==> config.mk <==
export PLATFORM = sky130hd
export DESIGN_NAME = uart_tx_arbiter
export DESIGN_NICKNAME = d
export VERILOG_FILES = /design/src/rtl/uart_tx_arbiter.sv
export SDC_FILE = /design/constraint.sdc
export NUM_CORES = 1
export LEC_CHECK = 0
export CAP_MARGIN = 20
export CELL_PAD_IN_SITES_DETAIL_PLACEMENT = 2
export CELL_PAD_IN_SITES_GLOBAL_PLACEMENT = 2
export CORE_UTILIZATION = 25
export DETAILED_ROUTE_END_ITERATION = 12
export GPL_TIMING_DRIVEN = 0
export PLACE_DENSITY_LB_ADDON = 0.1
export SYNTH_ARGS = -nofsm -noshare
export SYNTH_HDL_FRONTEND = slang
export SYNTH_SLANG_ARGS = --single-unit
==> constraint.sdc <==
create_clock -name clk -period 4.3 [get_ports clk]
set_input_delay 0.86 -clock clk [delete_from_list [all_inputs] [get_ports clk]]
set_output_delay 0.86 -clock clk [all_outputs]
set_load 0.1 [all_outputs]
==> src/rtl/uart_tx_arbiter.sv <==
// Message-level round-robin arbiter sharing one byte UART transmitter.
// Optional owner-idle forced release: define UART_ARB_LOCK_TIMEOUT_EN.
module uart_tx_arbiter #(
    parameter int NUM_REQ      = 4,
    parameter int ID_W         = 2,
    parameter int LOCK_TIMEOUT = 2700000
) (
    input  logic                 clk,
    input  logic                 reset,
    input  logic [NUM_REQ-1:0]   req_valid,
    input  logic [NUM_REQ*8-1:0] req_data,
    input  logic [NUM_REQ-1:0]   req_last,
    output logic [NUM_REQ-1:0]   req_ready,
    output logic [7:0]           tx_data,
    output logic                 tx_start,
    input  logic                 tx_busy,
    output logic                 grant_active,
    output logic [ID_W-1:0]      grant_id,
    output logic                 lock_timeout
);

    typedef enum logic [1:0] {
        IDLE,
        LOCKED,
        ACK,
        DRAIN
    } state_t;

    state_t          state;
    logic [ID_W-1:0] ptr;
    logic            last_q;

    logic            hi_found;
    logic [ID_W-1:0] hi_id;
    logic            lo_found;
    logic [ID_W-1:0] lo_id;
    logic            pick_found;
    logic [ID_W-1:0] pick_id;

    logic            owner_valid;
    logic [7:0]      owner_data;
    logic            owner_last;

    // Elaboration-time parameter sanity; an illegal setting leaves a marker block.
    if (NUM_REQ < 2 || NUM_REQ > 8 || (1 << ID_W) < NUM_REQ || LOCK_TIMEOUT < 2)
    begin : g_bad_params
    end

    // Round-robin: lowest valid index above ptr, else lowest valid overall.
    always_comb begin
        hi_found = 1'b0;
        hi_id    = '0;
        lo_found = 1'b0;
        lo_id    = '0;
        for (int i = NUM_REQ - 1; i >= 0; i--) begin
            if (req_valid[i]) begin
                lo_found = 1'b1;
                lo_id    = ID_W'(i);
                if (ID_W'(i) > ptr) begin
                    hi_found = 1'b1;
                    hi_id    = ID_W'(i);
                end
            end
        end
        pick_found = hi_found | lo_found;
        pick_id    = hi_found ? hi_id : lo_id;
    end

    always_comb begin
        owner_valid = 1'b0;
        owner_data  = 8'h00;
        owner_last  = 1'b0;
        for (int i = 0; i < NUM_REQ; i++) begin
            if (grant_id == ID_W'(i)) begin
                owner_valid = req_valid[i];
                owner_data  = req_data[i*8 +: 8];
                owner_last  = req_last[i];
            end
        end
    end

`ifdef UART_ARB_LOCK_TIMEOUT_EN
    logic [31:0] idle_cnt;
`else
    assign lock_timeout = 1'b0;
`endif

    always_ff @(posedge clk) begin
        if (reset) begin
            state        <= IDLE;
            ptr          <= ID_W'(NUM_REQ - 1);
            last_q       <= 1'b0;
            grant_active <= 1'b0;
            grant_id     <= '0;
            tx_data      <= 8'h00;
            tx_start     <= 1'b0;
            req_ready    <= '0;
`ifdef UART_ARB_LOCK_TIMEOUT_EN
            lock_timeout <= 1'b0;
            idle_cnt     <= '0;
`endif
        end else begin
            tx_start  <= 1'b0;
            req_ready <= '0;
`ifdef UART_ARB_LOCK_TIMEOUT_EN
            lock_timeout <= 1'b0;
            idle_cnt     <= '0;
`endif
            unique case (state)
                IDLE: begin
                    if (pick_found) begin
                        grant_id     <= pick_id;
                        grant_active <= 1'b1;
                        state        <= LOCKED;
                    end
                end
                LOCKED: begin
                    if (owner_valid && !tx_busy) begin
                        tx_data   <= owner_data;
                        tx_start  <= 1'b1;
                        req_ready <= NUM_REQ'(1) << grant_id;
                        last_q    <= owner_last;
                        state     <= ACK;
                    end
`ifdef UART_ARB_LOCK_TIMEOUT_EN
                    else if (!owner_valid) begin
                        if (idle_cnt == 32'(LOCK_TIMEOUT - 1)) begin
                            lock_timeout <= 1'b1;
                            grant_active <= 1'b0;
                            ptr          <= grant_id;
                            state        <= IDLE;
                        end else begin
                            idle_cnt <= idle_cnt + 32'd1;
                        end
                    end
`endif
                end
                // Serializer raises busy only after this cycle, so skip one.
                ACK: begin
                    state <= DRAIN;
                end
                DRAIN: begin
                    if (!tx_busy) begin
                        if (last_q) begin
                            grant_active <= 1'b0;
                            ptr          <= grant_id;
                            state        <= IDLE;
                        end else begin
                            state <= LOCKED;
                        end
                    end
                end
                default: begin
                    state <= IDLE;
                end
            endcase
        end
    end

endmodule

==> metrics.md <==
| Metric | Value |
|---|---|
| Status | finished, final reports clean |
| Setup Skew | 0.0008900 ns |
| Sequential area share after synthesis | 36.52% |
| Setup tns final | 0 ns |
| Post-DP HPWL | 3154 um |
| Largest net degree at the start of global routing | 14 |
| Fmax | 355.1 MHz |
| Syn_nets | 145 |
| GRT overflow | 0 |
| Post-synthesis compound-gate area fraction | about a quarter |
| Final hold vios | 0 |
| Die W | 69.86 um |
| Num rows | 24 |
| CP required | 3.44 ns |
| Drt pass-1 iters | 4 |
| Root Driver | clkbuf_8 |
| Worst-Skew Late Latency | around 0.27 ns |
| Post-synthesis mux area share | roughly 20% |
| Post-CTS Setup Bufs | 0 |
| First-pass GRT wire length | 6527 um |
| DRC Markers | 0 |
| Yosys top cell by area | dfxtp_1 |
| CTS tree | built |
| Routed vias/inst | 5.075 |
| Worst Path Arrival | between 1.5 and 2 ns |
| Syn Area/Cell | around 12 sq um |
| XOR/XNOR share of the synthesized area | 0% |
| Kind of end point of the critical path | output port |
| RSZ-0062 raised after global routing | false |
| Ant. Diodes | 0 |
| Hold-fix buffers, CTS | 0 |
| Highest-delay cell along the critical path | clkdlybuf4s50_1 |
| Initial antenna violation count | 0 |
| Commonest non-fill, non-tap cell in the layout | clkdlybuf4s50_1 |
| Final setup fails | 0 |
| Post-synth design cell area | between 1000 and 1500 sq um |
| Fin crit share | 65.49% |
| Slew Viols, Final | 0 |
| GR Layer Usage met1 | 20.13% |
| CP delay by family, top | buffers and inverters |
| Post-synthesis adder-cell area fraction | ~3.3% |
| Yosys cell types | 35 |
| Worst Path Max Fanout | 7 |
| Resized cells post-CTS | 0 |
| Inserted Clock Buffers | 3 |
| Initial core utilization | 26.26% |
| Flop and latch count out of synthesis | 21 |
| GR met2 Demand/Resource | 31.09% |
| NumNets Final | 208 |
| Top cells by area, synth | dfxtp_1, mux4_2, a22o_1 |
| Worst VDD drop | 184.5 uV |
| Layout cells sized above 1 | 15.53% |
| Synthesis-to-layout area growth | 60.33% |
| Max clock buf depth | 2 |
| Pwr dens | 454.7 nW/um^2 |
| Largest family of logic cells by synthesized area | compound AO/OA/AOI/OAI gates |
| Final min period | about 2.8 ns |
| Die ar. | 4880 sq um |
| Via Count | approximately 1100 |
| Worst hold margin | ~0.48 ns |
| Crit Path Class | reg -> out |
| CORE AREA | 4384 sq um |
| Startpoint class of the critical path | flip-flop |
| Clk sinks | 21 |
| DIE HEIGHT | around 70 um |
| Initial DRC count | 47 |
| Pre-CTS setup slack | between 1.5 and 2 ns |
| Clock-pin slew on the worst setup and hold paths | 0.09 ns |
| Slew at the pin with the worst max-slew slack | 0.9887 ns |
| Commonest cells after routing, fill and taps aside | clkdlybuf4s50_1, dfxtp_1, mux4_2, a22o_1, inv_1 |
| Relative slew slack | 33.88% |
| Max_cap viols | 0 |
| Hold WC Path Type | reg -> reg |
| Total power | 0.8393 mW |
| Critical path, cell by cell | clkdlybuf4s50_1 |
| Wire per inst | 18.33 um |
| Post-Synthesis Cells | 99 |
| I/O Buffers | 58 |
| Top Usage Layer GRT | met2 |
| IO Count | 60 |
| Routed wire length | 3904 um |
| GR Layer Usage met3 | 3.030% |
| Pleak | 0.6545 nW |
| Simple-gate share of the synthesized area | 10.65% |
| Vias in the first global route | ~1300 |
| DRT antenna net count | 0 |
| PnR worst setup slack | between 1 and 1.5 ns |
| Synth Warn # | 0 |
| Top-area cell type share of the netlist area | 36.52% |
| Tot GR Track Use | around 18% |
| Critical path's largest stage delay | between 1 and 1.5 ns |
| GP Congestion | around 0.72 |
| H-Tree Depth | 1 |
| Worst Path Buf+Inv | 1 |
## kinds of logic (layout without fill, tap and decap cells)
group / after synthesis / count (layout)
adder cells (fa/ha/maj): 3 / 3
other: 1 / 1
buffers and inverters: 13 / 75
flip-flops: 21 / 21
multiplexers: 11 / 11
AND/OR/NAND/NOR: 19 / 19
AO/OA/AOI/OAI: 31 / 31
## power by group
group,internal [mW],switching [mW],total (mW),leakage (nW)
clock,0.0657,0.0751,0.141,0.0217
sequential,0.221,0.0195,0.241,0.171
combinational,0.184,0.274,0.458,0.462
total,0.471,0.368,0.839,0.654
## registers in the layout, indices dropped and copies added (netlist names)
signal / count
grant_active: 1
tx_start: 1
req_ready: 4
ptr: 2
tx_data: 8
state: 2
last_q: 1
grant_id: 2
## through the flow
step | instance area, sq um | utilization, % | cells
after global placement | 1797 | 40.98 | 209
after detailed placement | 1797 | 40.98 | 209
after global routing | 1846 | 42.09 | 213
after CTS | 1846 | 42.09 | 213
final | 1846 | 42.09 | 213
after floorplan | 1151 | - | 99
## per-layer routing
layer / vias up / share of wire (%)
met4: 0 / 2.3
li1: 505 / -
met5: - / 0
met1: 539 / 43
met2: 31 / 51
met3: 6 / 4.1
## final cells by class
type / instances / area [sq um]
plain buffers: 4 / 30.03
clock buffers: 3 / 41.29
clock inverters: 1 / 7.507
fillers: 470 / 2539
inverters: 9 / 38.79
multi-input cells: 65 / 661.9
flip-flops and latches: 21 / 420.4
well taps: 52 / 65.06
repair buffers: 58 / 580.6
## cells in the mapped netlist
master / n
dfxtp_1: 21
inv_1: 8
clkbuf_1: 1
nand3b_1: 1
nor3_1: 4
ha_1: 3
o21bai_1: 1
mux4_2: 9
o211ai_1: 3
a22oi_1: 1
o221ai_2: 1
nor4_1: 1
a221oi_2: 1
and2b_1: 1
a211oi_1: 1
a22o_1: 9
and2_1: 1
buf_4: 2
conb_1: 1
nand2_1: 2
o21ai_0: 3
o22ai_4: 1
a21oi_4: 1
mux2i_2: 2
or2_4: 1
o2111ai_1: 1
nand3_4: 1
o22a_1: 1
nand3_1: 2
a21oi_1: 3
clkinv_4: 1
o21a_1: 2
buf_6: 1
o31ai_1: 2
nand2b_1: 5
## worst paths after layout
kind | startpoint | to | slack (ns) | depth (start not counted)
worst max-delay path | grant_id[1] | grant_id[1] | 1.48 | 1
worst min-delay path | tx_data[5] | tx_data[5] | 0.48 | 1
worst max register to register | grant_id[1] | tx_data[3] | 2.59 | 3
worst min register to register | tx_data[5] | tx_data[5] | 0.48 | 1
Power figures use the tool's default switching activity.
